==> src/rtl/pe_pkg.sv <==
// rtl/pe_pkg.sv - shared types, widths and saturation helpers for the PE array drain path
package pe_pkg;

  localparam int DATA_WIDTH_DEFAULT = 16;
  localparam int PSUM_WIDTH = 2 * DATA_WIDTH_DEFAULT;

  typedef enum logic [1:0] {
    IDLE  = 2'd0,
    RUN   = 2'd1,
    FLUSH = 2'd2,
    DONE  = 2'd3
  } collector_state_t;

  // Largest signed value representable in dw bits, widened to 64 bits
  function automatic logic signed [63:0] sat_max(input int dw);
    return (64'sd1 <<< (dw - 1)) - 64'sd1;
  endfunction

  // Smallest signed value representable in dw bits, widened to 64 bits
  function automatic logic signed [63:0] sat_min(input int dw);
    return -(64'sd1 <<< (dw - 1));
  endfunction

endpackage

==> src/rtl/sync_fifo.sv <==
// rtl/sync_fifo.sv - first-word-fall-through synchronous FIFO with occupancy count
module sync_fifo #(
  parameter int WIDTH = 17,
  parameter int DEPTH = 16
) (
  input  logic                   clk,
  input  logic                   rst,
  input  logic                   push,
  input  logic [WIDTH-1:0]       wdata,
  input  logic                   pop,
  output logic [WIDTH-1:0]       rdata,
  output logic                   full,
  output logic                   empty,
  output logic [$clog2(DEPTH):0] count
);

  localparam int AW = $clog2(DEPTH);

  logic [WIDTH-1:0] mem [DEPTH];
  logic [AW-1:0]    wr_ptr;
  logic [AW-1:0]    rd_ptr;
  logic             do_push;
  logic             do_pop;

  // A push into a full FIFO is still legal when the head leaves in the same cycle
  assign do_pop  = pop && !empty;
  assign do_push = push && (!full || do_pop);

  // Flags come straight from the count register, so they carry no combinational input path
  assign full  = (count == (AW + 1)'(DEPTH));
  assign empty = (count == '0);
  assign rdata = mem[rd_ptr];

  // Pointer and occupancy bookkeeping
  always_ff @(posedge clk) begin
    if (rst) begin
      wr_ptr <= '0;
      rd_ptr <= '0;
      count  <= '0;
    end else begin
      if (do_push) wr_ptr <= wr_ptr + AW'(1);
      if (do_pop)  rd_ptr <= rd_ptr + AW'(1);
      case ({do_push, do_pop})
        2'b10:   count <= count + (AW + 1)'(1);
        2'b01:   count <= count - (AW + 1)'(1);
        default: count <= count;
      endcase
    end
  end

  // Storage array; contents are don't-care once the pointers are reset
  always_ff @(posedge clk) begin
    if (do_push) mem[wr_ptr] <= wdata;
  end

endmodule

==> src/rtl/psum_collector.sv <==
// rtl/psum_collector.sv - requantising drain stage from a PE column to an output stream
module psum_collector
  import pe_pkg::*;
#(
  parameter int DATA_WIDTH = DATA_WIDTH_DEFAULT,
  parameter int FIFO_DEPTH = 16,
  parameter int CNT_WIDTH  = 16
) (
  input  logic                          clk,
  input  logic                          rst,
  input  logic                          start,
  input  logic [CNT_WIDTH-1:0]          out_count,
  input  logic [4:0]                    shift,
  input  logic                          relu_en,
  input  logic                          psum_valid,
  input  logic [2*DATA_WIDTH-1:0]       psum_data,
  output logic [DATA_WIDTH-1:0]         m_tdata,
  output logic                          m_tvalid,
  input  logic                          m_tready,
  output logic                          m_tlast,
  output logic                          busy,
  output logic                          done,
  output logic                          overflow,
  output logic [$clog2(FIFO_DEPTH):0]   fill
);

  localparam int PW = 2 * DATA_WIDTH;
  localparam int FW = $clog2(FIFO_DEPTH) + 1;
  localparam logic signed [63:0] SAT_HI = sat_max(DATA_WIDTH);
  localparam logic signed [63:0] SAT_LO = sat_min(DATA_WIDTH);

  collector_state_t state;
  collector_state_t next_state;

  logic [CNT_WIDTH-1:0]  cfg_count;
  logic [4:0]            cfg_shift;
  logic                  cfg_relu;
  logic [CNT_WIDTH-1:0]  accepted;
  logic [CNT_WIDTH-1:0]  accepted_next;

  logic                  start_ok;
  logic                  sample;
  logic                  sample_last;

  logic signed [PW-1:0]  shifted;
  logic signed [63:0]    y_ext;
  logic signed [63:0]    y_relu;
  logic signed [63:0]    y_sat;
  logic [DATA_WIDTH-1:0] requant;

  logic                  stage_valid;
  logic                  stage_last;
  logic [DATA_WIDTH-1:0] stage_data;

  logic                  fifo_push_ok;
  logic                  fifo_pop;
  logic                  fifo_full;
  logic                  fifo_empty;
  logic [DATA_WIDTH:0]   fifo_rdata;
  logic [FW-1:0]         fifo_count;
  logic                  drained;

  assign start_ok      = (state == IDLE) && start;
  assign sample        = (state == RUN) && psum_valid;
  assign accepted_next = accepted + CNT_WIDTH'(1);
  assign sample_last   = (accepted_next == cfg_count);

  // Requantise: arithmetic shift (floor), optional ReLU, then clamp into DATA_WIDTH
  always_comb begin
    shifted = $signed(psum_data) >>> cfg_shift;
    y_ext   = 64'(shifted);
    y_relu  = (cfg_relu && y_ext[63]) ? 64'sd0 : y_ext;
    y_sat   = y_relu;
    if (y_relu > SAT_HI)      y_sat = SAT_HI;
    else if (y_relu < SAT_LO) y_sat = SAT_LO;
    requant = y_sat[DATA_WIDTH-1:0];
  end

  // The PE cannot stall, so a sample that finds the FIFO full is dropped here
  assign fifo_pop     = !fifo_empty && m_tready;
  assign fifo_push_ok = stage_valid && (!fifo_full || fifo_pop);

  // Nothing left in flight once the current pop (if any) completes
  assign drained = !stage_valid &&
                   (fifo_empty || ((fifo_count == FW'(1)) && fifo_pop));

  // State register
  always_ff @(posedge clk) begin
    if (rst) state <= IDLE;
    else     state <= next_state;
  end

  // Next-state logic for the run sequence
  always_comb begin
    next_state = state;
    case (state)
      IDLE: begin
        if (start) next_state = (out_count == '0) ? DONE : RUN;
      end
      RUN: begin
        if (sample && sample_last) next_state = FLUSH;
      end
      FLUSH: begin
        if (drained) next_state = DONE;
      end
      DONE: begin
        next_state = IDLE;
      end
      default: next_state = IDLE;
    endcase
  end

  // Run configuration, accepted-sample counter and sticky drop flag
  always_ff @(posedge clk) begin
    if (rst) begin
      cfg_count <= '0;
      cfg_shift <= '0;
      cfg_relu  <= 1'b0;
      accepted  <= '0;
      overflow  <= 1'b0;
    end else if (start_ok) begin
      cfg_count <= out_count;
      cfg_shift <= shift;
      cfg_relu  <= relu_en;
      accepted  <= '0;
      overflow  <= 1'b0;
    end else begin
      if (sample) accepted <= accepted_next;
      if (stage_valid && !fifo_push_ok) overflow <= 1'b1;
    end
  end

  // Single pipeline register between the requant logic and the FIFO
  always_ff @(posedge clk) begin
    if (rst) begin
      stage_valid <= 1'b0;
      stage_last  <= 1'b0;
      stage_data  <= '0;
    end else begin
      stage_valid <= sample;
      if (sample) begin
        stage_data <= requant;
        stage_last <= sample_last;
      end
    end
  end

  sync_fifo #(
    .WIDTH (DATA_WIDTH + 1),
    .DEPTH (FIFO_DEPTH)
  ) u_fifo (
    .clk   (clk),
    .rst   (rst),
    .push  (stage_valid),
    .wdata ({stage_last, stage_data}),
    .pop   (fifo_pop),
    .rdata (fifo_rdata),
    .full  (fifo_full),
    .empty (fifo_empty),
    .count (fifo_count)
  );

  // Head entry is masked while empty so the stream reads zero when idle
  assign m_tvalid = !fifo_empty;
  assign m_tdata  = fifo_empty ? '0 : fifo_rdata[DATA_WIDTH-1:0];
  assign m_tlast  = !fifo_empty && fifo_rdata[DATA_WIDTH];
  assign busy     = (state == RUN) || (state == FLUSH);
  assign done     = (state == DONE);
  assign fill     = fifo_count;

endmodule
==> config.mk <==
export PLATFORM = sky130hd
export DESIGN_NAME = psum_collector
export DESIGN_NICKNAME = d
export VERILOG_FILES = /design/src/rtl/pe_pkg.sv /design/src/rtl/sync_fifo.sv /design/src/rtl/psum_collector.sv
export SDC_FILE = /design/constraint.sdc
export NUM_CORES = 1
export LEC_CHECK = 0
export CORE_MARGIN = 3
export CORE_UTILIZATION = 55
export CTS_CLUSTER_DIAMETER = 60
export CTS_CLUSTER_SIZE = 30
export DETAILED_ROUTE_END_ITERATION = 10
export MAX_ROUTING_LAYER = met4
export PLACE_DENSITY = 0.74
export SYNTH_ARGS = -nofsm -noshare
export SYNTH_HDL_FRONTEND = slang
export SYNTH_SLANG_ARGS = --single-unit
==> constraint.sdc <==
create_clock -name clk -period 3.7 [get_ports clk]
set_input_delay 0.74 -clock clk [delete_from_list [all_inputs] [get_ports clk]]
set_output_delay 0.74 -clock clk [all_outputs]
set_load 0.01 [all_outputs]
---- Word level (Yosys, flattened, before mapping) ----
Memories as Yosys holds them, arrays and structs flattened. A register that Yosys moved wholly into a read port is not among the register bits.
Index checks and enable logic that the tools add are counted.
cells by class
  add/sub/neg operators ................... 5
  $lt $le $gt $ge ......................... 2
  equal/unequal tests ..................... 11
  shifts and indexed selects .............. 1
  multiplexer cells ....................... 14
  reduce and logical (&&, ||, !) cells .... 26
operators with widths
  kind                                                                             count
  64-bit by 16-bit > comparator with 1-bit output (second input constant)          1
  64-bit by 16-bit less-than comparator with 1-bit output (second input constant)  1
  64-bit 2-to-1 mux                                                                1
  16-bit 2-to-1 mux                                                                3
  32-bit by 5-bit >>> shifter with 32-bit output                                   1
  16-bit by 1-bit adder with 16-bit output (second input constant)                 1
  16-bit equality test                                                             1
  16-bit logical NOT                                                               1
  1-bit logical AND                                                                12
  5-bit case mux with 2 select lines                                               1
  4-bit by 1-bit adder with 4-bit output (second input constant)                   2
  2-bit 2-to-1 mux                                                                 4
  4-bit 2-to-1 mux                                                                 2
  2-bit case mux with 4 select lines                                               1
  2-bit equality test (second input constant)                                      3
  5-bit by 1-bit adder with 5-bit output (second input constant)                   1
  5-bit by 1-bit equality test with 1-bit output (second input constant)           1
  5-bit equality test (second input constant)                                      1
  5-bit logical NOT                                                                1
  5-bit by 1-bit subtractor with 5-bit output (second input constant)              1
  2-bit by 1-bit equality test with 1-bit output (second input constant)           2
  1-bit logical NOT                                                                4
  1-bit logical OR                                                                 4
  2-bit inequality test (second input constant)                                    2
  other kinds (6)                                                                  7
storage, ports and cells
  flip-flop bits (word level) ............. 72
  memory bits (writable) .................. 272
  input bits .............................. 59
  word-level logic and storage cells ...... 72
  memories ................................ 1
memories
  name        depth  bits a word  read ports  clocked after memory_dff  write ports  RTL line         RTL
  u_fifo.mem  16     17           1           1                         1            sync_fifo.sv:19  logic [WIDTH-1:0] mem [DEPTH];

---- Logic depth before layout (Yosys ltp) ----
Gate-level depths: netlist of run 1.
  word-level depth ........................ 8
  gate-level depth with buffers ........... 13
  gate-level depth less buffers ........... 11

---- Cells and area by module ----
A second synthesis of run 1 with hierarchy kept.
unflattened totals
  cell total of the unflattened synthesis .. 1,142
  area total of the unflattened synthesis .. 16,229.3 µm²
by module, submodules not included
  module          instances  cells an instance  area an instance (µm²)  seq. area each (µm²)
  sync_fifo       1          545                11,227.0                8,508.2
  psum_collector  1          597                5,002.3                 1,181.1

---- Worst setup path before layout of run 1 ----
Ideal clock, no wire load.
  kind .................................... reg2out
  start point ............................. reg with a tool-made name
  end point ............................... out m_tdata[0]
  data arrival time ....................... 2.676 ns
  required time ........................... 2.960 ns
  path slack .............................. 0.284 ns
  stages on the path, launching flop included .. 7
  cell sequence ........................... dfxtp_1 clkbuf_1 buf_1 buf_1 mux4_2 mux4_2 nor2b_1
RTL lines
  what              RTL line              RTL
  end: declaration  psum_collector.sv:17  output logic [DATA_WIDTH-1:0] m_tdata,

==> results of run 1 <==
-- per-stage QoR --
stage	utilization	total power [mW]	setup slack, ps
final	0.6470	10.15	68.17
after global routing	0.6470	10.66	0.5154
after CTS	0.6442	10.15	3.436
after detailed placement	0.6206	7.787	67.45
after global placement	0.6206	7.736	74.57
after floorplan	-	6.774	283.8
-- report_power, final --
group | internal [mW] | switching (mW) | leakage [nW]
registers | 4.50 | 0.340 | 3.14
clock network | 1.12 | 1.26 | 0.303
logic | 1.51 | 1.41 | 2.50
total | 7.13 | 3.01 | 5.94
-- layout make-up --
cell class / count / area, µm² / share of cell area
sequential: 348 / 9696 / 0.5306
multi-input combinational: 662 / 6006 / 0.3287
timing repair buffer: 136 / 1371 / 0.07505
clock buffer: 26 / 564.3 / 0.03088
tap: 378 / 473.0 / 0.02589
clock inverter: 11 / 95.09 / 0.005204
inverter: 17 / 63.81 / 0.003492
antenna: 1 / 2.502 / 0.0001370
-- cell usage after synthesis, types with 9 or more instances --
| master | number | area [µm²] |
|---|---|---|
| sky130_fd_sc_hd__a211oi_1 | 10 | 75.07 |
| sky130_fd_sc_hd__nand2_1 | 98 | 367.9 |
| sky130_fd_sc_hd__buf_1 | 11 | 41.29 |
| sky130_fd_sc_hd__a211oi_2 | 10 | 125.1 |
| sky130_fd_sc_hd__dfxtp_1 | 76 | 1521 |
| sky130_fd_sc_hd__buf_2 | 13 | 65.06 |
| sky130_fd_sc_hd__o21ai_0 | 27 | 135.1 |
| sky130_fd_sc_hd__a21oi_1 | 50 | 250.2 |
| sky130_fd_sc_hd__nor2_1 | 86 | 322.8 |
| sky130_fd_sc_hd__xor2_1 | 17 | 148.9 |
| sky130_fd_sc_hd__o211ai_1 | 9 | 67.56 |
| sky130_fd_sc_hd__edfxtp_1 | 272 | 8168 |
| sky130_fd_sc_hd__nand3_1 | 17 | 85.08 |
| sky130_fd_sc_hd__clkbuf_1 | 48 | 180.2 |
| sky130_fd_sc_hd__mux2i_1 | 36 | 360.4 |
| sky130_fd_sc_hd__nor2b_1 | 22 | 137.6 |
| sky130_fd_sc_hd__nand4_1 | 9 | 56.30 |
| sky130_fd_sc_hd__ha_1 | 15 | 187.7 |
| sky130_fd_sc_hd__mux2_2 | 12 | 135.1 |
| sky130_fd_sc_hd__mux4_2 | 112 | 2522 |
| sky130_fd_sc_hd__xnor2_1 | 24 | 210.2 |
| sky130_fd_sc_hd__nand2b_1 | 16 | 100.1 |
| sky130_fd_sc_hd__nor3_1 | 14 | 70.07 |
| sky130_fd_sc_hd__inv_1 | 15 | 56.30 |
| sky130_fd_sc_hd__nor4_1 | 9 | 56.30 |
| sky130_fd_sc_hd__or3_1 | 9 | 56.30 |
-- routing by layer --
metal / vias up / GRT usage / part of all wire
met1: 4857 / 0.3097 / 0.42
met3: 59 / 0.02939 / 0.055
met5: - / - / 0
li1: 4415 / - / -
met2: 331 / 0.3790 / 0.51
met4: 0 / 0.05368 / 0.021
-- critical path: cells and delay by family, from the launching register on --
kind / cells / cell delay, ps
buf+inv: 2 / 730
flops: 1 / 480
mux: 2 / 1030
simple gates: 1 / 130
-- how the worst min path moves through the flow --
stage,start,end,slack [ps],cells after the start
final,cfg_count[13]$_SDFFE_PP0P_,cfg_count[13]$_SDFFE_PP0P_,480,2
after global placement,cfg_count[8]$_SDFFE_PP0P_,cfg_count[8]$_SDFFE_PP0P_,460,2
after floorplan,cfg_count[7]$_SDFFE_PP0P_,cfg_count[7]$_SDFFE_PP0P_,440,2
after global routing,cfg_count[5]$_SDFFE_PP0P_,cfg_count[5]$_SDFFE_PP0P_,510,2
after detailed placement,cfg_count[13]$_SDFFE_PP0P_,cfg_count[13]$_SDFFE_PP0P_,470,2
after CTS,cfg_count[13]$_SDFFE_PP0P_,cfg_count[13]$_SDFFE_PP0P_,480,2
-- state kept, by name, summed over array words and instances (netlist names), 2 cells and up, named ones only --
register	flops
u_fifo.count	5
state	2
u_fifo.mem	272
cfg_count	16
stage_data	16
u_fifo.rd_ptr	4
u_fifo.wr_ptr	4
accepted	16
cfg_shift	5
-- logic make-up (layout without fill, tap and decap cells) --
family | count (synthesis) | in the layout | share of synthesized area
AOI/OAI and AO/OA | 144 | 144 | 0.05991
xor gates and xnor gates | 41 | 41 | 0.02239
adders and majority gates | 15 | 15 | 0.01170
buffers and inverters | 94 | 190 | 0.02473
DFF | 348 | 348 | 0.6041
muxes | 160 | 160 | 0.1882
other | 0 | 1 | 0
and+or+nand+nor | 302 | 302 | 0.08901
-- timing repair --
item / CTS / global route
gates resized for setup: 1 / 9
endpoints found under the setup margin: 1 / 12
hold endpoints to repair: 0 / 0
cloned: 0 / 2
==> impl_results.md, run 1 <==
* Placed Cells incl. Taps at 1539
* Effective utilization at floorplan at 0.5680
* Number of synthesized register bits at 348
* Number of flops mapped to enable cells by yosys at 272
* Critical register-to-register path startpoint: cfg_shift[2]$_SDFFE_PP0P_
* Clock tree from TritonCTS: yes
* Total number of vias at 9662
* Count of antenna-violating nets left after detailed routing at 0
* Clock transition at the register clock pins on the worst setup and hold paths after CTS at 90 ps
* Total nets after synthesis at 1178
* Arr. time, crit path at around 2900 ps
* Unrepaired setup endpoints after global routing: false
* Max-cap viol count at 0
* Routability congestion estimate from global placement at between 0.8 and 0.9
* Worst-case vdd ir drop at ~320 µV
* Outcome: complete, no violations
* Measured slew at the worst slew-check pin at 889.8 ps
* Fraction of layout instances using a drive strength above 1 at 0.2108
* Portion of the clock cycle consumed by the worst path in the final layout at 0.9816
* Sequential area share after synthesis at 0.6041
* Worst path cell trace: clkbuf_16 > mux4_2 > mux4_2 > nor2b_1 > clkdlybuf4s50_1
* Worst Hold Margin at 479.4 ps
* Count of unique library cells instantiated by Yosys at 67
* Setup crit start kind: flop
* Ports at 85
* Row Count at 61
* Top library cells by usage in the layout, fill and taps aside: 272 x sky130_fd_sc_hd__edfxtp_1, 112 x sky130_fd_sc_hd__mux4_2, 98 x sky130_fd_sc_hd__nand2_1
* Most common library cell in the layout ignoring fill and taps: sky130_fd_sc_hd__edfxtp_1
* Yosys warning total at 0
* # fillers at between 2k and 2.5k
* Most used cell along the critical path: sky130_fd_sc_hd__mux4_2
* Setup Buffers After CTS at 0
* Largest buffer count on any clock path at 3
* Placed Instance Area at 17520 µm²
* Sum of routed wire length over all layers at between 30 and 40 mm
* Grt ovf at 0
* Insertion delay of the later-clocked pin in the worst-skew pair at 520 ps
* Type of the most critical hold path: flop to flop
* Type of the worst setup path: flop to output port
* Synth async-reset ratio at 0
* GR Util All Layers at 0.2293
* DRC violations left at 0
* Total of hold buffers inserted after clock tree synthesis at 0
* Power Dens Cells at 555.3 nW/µm²
* Number of buffers created by CTS at 21
* First-pass GRT wire length at 54.30 mm
* Synthesized area at 16040 µm²
* Number of standard cells in the layout, taps in and fillers out at about 1.6k
* Detailed placer's ending HPWL at 21.51 mm
* Synth Instances at 1104
* Max FO, Critical Path at 14
* Total number of clock tree sinks at 348
* Most common flop cell mapped by yosys: sky130_fd_sc_hd__edfxtp_1
* Data required time at the worst endpoint at 2960 ps
* Nets at 1260
* Library cell used as clock root buffer: sky130_fd_sc_hd__clkbuf_16
* Leak pwr at slightly below 6 nW
* Growth of design area from synthesis to finish at 13.92%
* Initial drt markers at between 1k and 1.5k
* Critical path endpoint category: output port
* Worst Reg2Reg Path Length in Cells at 10
* Total die area at around 31000 µm²
* Routed len/inst at 21.84 µm
* Largest net degree at the start of global routing at between 60 and 70
* Post-route minimum period at 3632 ps
* Final design area excluding fillers at ~18000 µm²
* Setup clock skew after layout at 19.92 ps
* Average via count per standard cell at 6.119
* Number of global-route vias before repair at 9516
* Final number of setup-violating endpoints at 0
* Highest achievable clock rate at 275.3 MHz
* PortBufs at 84
* Max stage delay cell, worst path: sky130_fd_sc_hd__mux4_2
* Die Y at 176.8 µm
* Final hold violation count at 0
* Slowest cell delay on critical path at 570 ps
* TNS Setup at 0 ps
* Total number of H-tree levels at 1
* Mean area per synthesized cell at 14.53 µm²
* Core Region at 28240 µm²
* Reg-to-Reg End: stage_data[4]$_SDFFE_PP0P_
* Crit path capture: m_tdata[1]
* Flop-to-flop setup slack at 580 ps
* X dimension of the die at 176.8 µm
* Max-slew violation count at 0
* Initial antenna violation count at 1
* Max-slew headroom at 0.4060
* First-pass DRT Iterations at 5
No activity file was read; power rests on OpenSTA's default activity.
==> run 2, diff against run 1 <==
PLACE_DENSITY = 0.81   (was 0.74)
SETUP_SLACK_MARGIN = 0.02   (was unset)
==> run 2 against run 1 <==
Non-clock buffer count grew 5. Via count increased by 1.5%. Power grew 4.7%. Sequential share of layout area is 0.51 points lower. Worst hold slack worse by 2.4 ps. Combinational power is 2% higher. Critical path depth rose by 1. Sequential power about the same. Cell area is 0.98% higher. Critical path type unchanged. Sequential cell count stayed put. First-iteration DRC count grew 33%. Register-to-register slack worse by 200 ps.
==> impl_results.md, run 2 (synthesis gave the netlist of run 1 again) <==
* Final setup margin at 133.3 ps (was 68.17 ps)
* Number of buffers created by CTS at 23 (was 21)
* Ports at 85 (unchanged)
* Max FO, Critical Path at 10 (was 14)
* Grt ovf at 0 (unchanged)
* Reg with most FFs: u_fifo.mem (unchanged)
* DRC violations left at 0 (unchanged)
* Initial drt markers at 1351 (was 1012)
* Nets at 1267 (was 1260)
* Unrepaired setup endpoints after global routing: false (unchanged)
* Max reg flops at 272 (unchanged)
* Hold Path Depth at 2 (unchanged)
* Final hold violation count at 0 (unchanged)
* Critical path endpoint category: output port (unchanged)
* Outcome: complete, no violations (unchanged)
* Count of antenna-violating nets left after detailed routing at 0 (unchanged)
* Leak pwr at 6.059 nW (was 5.942 nW)
* Highest achievable clock rate at 280.4 MHz (was 275.3 MHz)
* Worst Reg2Reg Path Length in Cells at 10 (unchanged)
* Worst-case vdd ir drop at 349.7 µV (was 321.4 µV)
* Total number of clock tree sinks at 348 (unchanged)
* Clock transition at the register clock pins on the worst setup and hold paths after CTS at 100 ps (was 90 ps)
* Detailed placer's ending HPWL at 22.62 mm (was 21.51 mm)
* Crit path max-delay family: multiplexers (unchanged)
* Growth of design area from synthesis to finish at 15.03% (was 13.92%)
* Number of standard cells in the layout, taps in and fillers out at 1587 (was 1579)
* Library cell used as clock root buffer: sky130_fd_sc_hd__clkbuf_16 (unchanged)
* Type of the worst setup path: flop to output port (unchanged)
* Arr. time, crit path at 2830 ps (was 2890 ps)
* Slowest cell delay on critical path at 510 ps (was 570 ps)
* Effective utilization at floorplan at 0.5680 (unchanged)
* Reg-to-Reg End: state[1]$_SDFFE_PP0P_ (was stage_data[4]$_SDFFE_PP0P_)
* Total number of vias at 9810 (was 9662)
* Fraction of layout instances using a drive strength above 1 at 0.2159 (was 0.2108)
* Setup clock skew after layout at 23.27 ps (was 19.92 ps)
* Max-slew headroom at 0.3213 (was 0.4060)
* Most used cell along the critical path: sky130_fd_sc_hd__mux4_2 (unchanged)
* Worst path cell trace: buf_12 > bufbuf_16 > mux4_2 > mux4_2 > nor2b_1 > dlygate4sd2_1 (was clkbuf_16 > mux4_2 > mux4_2 > nor2b_1 > clkdlybuf4s50_1)
* Insertion delay of the later-clocked pin in the worst-skew pair at 530 ps (was 520 ps)
* End point of the worst hold path: cfg_count[9]$_SDFFE_PP0P_ (was cfg_count[13]$_SDFFE_PP0P_)
* PortBufs at 84 (unchanged)
* First-pass DRT Iterations at 5 (unchanged)
* Total number of H-tree levels at 1 (unchanged)
* First-pass GRT wire length at 57.53 mm (was 54.30 mm)
* Worst Hold Margin at 477.0 ps (was 479.4 ps)
* Core Region at 28240 µm² (unchanged)
* Measured slew at the worst slew-check pin at 1017 ps (was 889.8 ps)
* Post-route minimum period at 3567 ps (was 3632 ps)
* Placed Cells incl. Taps at 1537 (was 1539)
* Share of the core filled with cells at 0.6533 (was 0.6470)
* Die Y at 176.8 µm (unchanged)
* Max-slew violation count at 0 (unchanged)
* Setup crit start kind: flop (unchanged)
* Most common library cell in the layout ignoring fill and taps: sky130_fd_sc_hd__edfxtp_1 (unchanged)
* Max-cap viol count at 0 (unchanged)
* Number of global-route vias before repair at 9721 (was 9516)
* Power Dens Cells at 575.5 nW/µm² (was 555.3 nW/µm²)
* Setup WS pre-CTS at -36.84 ps (was 67.45 ps)
* Routed len/inst at 23.32 µm (was 21.84 µm)
* Data required time at the worst endpoint at 2960 ps (about the same)
* Critical register-to-register path startpoint: accepted[0]$_SDFFE_PP0P_ (was cfg_shift[2]$_SDFFE_PP0P_)
* Largest net degree at the start of global routing at 69 (unchanged)
* Largest buffer count on any clock path at 3 (unchanged)
* Sum of routed wire length over all layers at 37.02 mm (was 34.49 mm)
* Final number of setup-violating endpoints at 0 (unchanged)
* X dimension of the die at 176.8 µm (unchanged)
* Number of inserted diodes at 0 (was 1)
* Total die area at 31250 µm² (unchanged)
* Row Count at 61 (unchanged)
* Average via count per standard cell at 6.181 (was 6.119)
* Top library cells by usage in the layout, fill and taps aside: 272 x sky130_fd_sc_hd__edfxtp_1, 112 x sky130_fd_sc_hd__mux4_2, 98 x sky130_fd_sc_hd__nand2_1 (unchanged)
* Initial antenna violation count at 0 (was 1)
* Buffer and inverter count on the worst path at 3 (was 2)
* Routability congestion estimate from global placement at 0.8831 (was 0.8895)
* GR Util All Layers at 0.2495 (was 0.2293)
* Max stage delay cell, worst path: sky130_fd_sc_hd__mux4_2 (unchanged)
* Flop-to-flop setup slack at 380 ps (was 580 ps)
* Portion of the clock cycle consumed by the worst path in the final layout at 0.9640 (was 0.9816)
* Total of hold buffers inserted after clock tree synthesis at 0 (unchanged)
* Type of the most critical hold path: flop to flop (unchanged)
* Startpoint of the worst hold path: cfg_count[9]$_SDFFE_PP0P_ (was cfg_count[13]$_SDFFE_PP0P_)
* Clock tree from TritonCTS: yes (unchanged)
==> run 2: timing repair <==
action / CTS / global route
resized for setup: 15 / 5
setup buffers: 7 / 0
pin swaps: 0 / 0
hold endpoints to repair: 0 / 0
cloned: 2 / 0
setup endpoints to repair: 16 / 4
==> run 2: where the power goes <==
group	internal, mW	switching [mW]
clock network	1.34	1.49
logic	1.51	1.46
registers	4.50	0.327
==> run 2: cell type report <==
cell class                      count  area (µm²)
Clock inverter                     17       260.3
Inverter                           17       63.81
Tap cell                          378       473.0
Timing Repair Buffer              141        1378
Fill cell                        1977        9789
Sequential cell                   348        9696
Clock buffer                       24       579.3
Multi-Input combinational cell    662        6001
==> run 2: how the worst max path moves through the flow <==
| stage | start | to | slack (ps) | depth (start not counted) |
|---|---|---|---|---|
| 6_report | flop | m_tdata[0] | 130 | 6 |
| 5_1_grt | u_fifo.count[1]$_SDFFE_PP0P_ | m_tvalid | 40 | 6 |
| 2_1_floorplan | flop | m_tdata[0] | 280 | 6 |
| 3_3_place_gp | psum_data[26] | stage_data[6]$_SDFFE_PP0P_ | 4 | 8 |
| 3_5_place_dp | psum_data[26] | stage_data[6]$_SDFFE_PP0P_ | -40 | 8 |
| 4_1_cts | flop | m_tdata[13] | -70 | 6 |
==> run 2: worst reg2reg max path, cell delays in order (launching register included) <==
cell	delay (ps)
sky130_fd_sc_hd__dfxtp_1	540
sky130_fd_sc_hd__ha_1	340
sky130_fd_sc_hd__nand4_1	230
sky130_fd_sc_hd__buf_4	240
sky130_fd_sc_hd__nor4_1	570
sky130_fd_sc_hd__mux2i_1	180
sky130_fd_sc_hd__mux2i_1	160
sky130_fd_sc_hd__a21oi_1	110
sky130_fd_sc_hd__o31ai_2	450
sky130_fd_sc_hd__a21oi_1	130
sky130_fd_sc_hd__a311oi_1	260
==> run 2: stage by stage <==
| stage | power, mW | area, µm² | TNS, ps |
|---|---|---|---|
| floorplan | 6.774 | 16040 | 0 |
| global placement | 7.722 | 17480 | 0 |
| detailed placement | 7.799 | 17480 | -78.60 |
| CTS | 10.68 | 18440 | -73.75 |
| global route | 11.10 | 18450 | 0 |
| finish | 10.62 | 18450 | 0 |
==> run 2: layer usage <==
| metal | GRT usage | part of all wire |
|---|---|---|
| met5 | - | 0 |
| met4 | 0.07332 | 0.032 |
| met2 | 0.4033 | 0.49 |
| met3 | 0.03067 | 0.075 |
| met1 | 0.3390 | 0.40 |
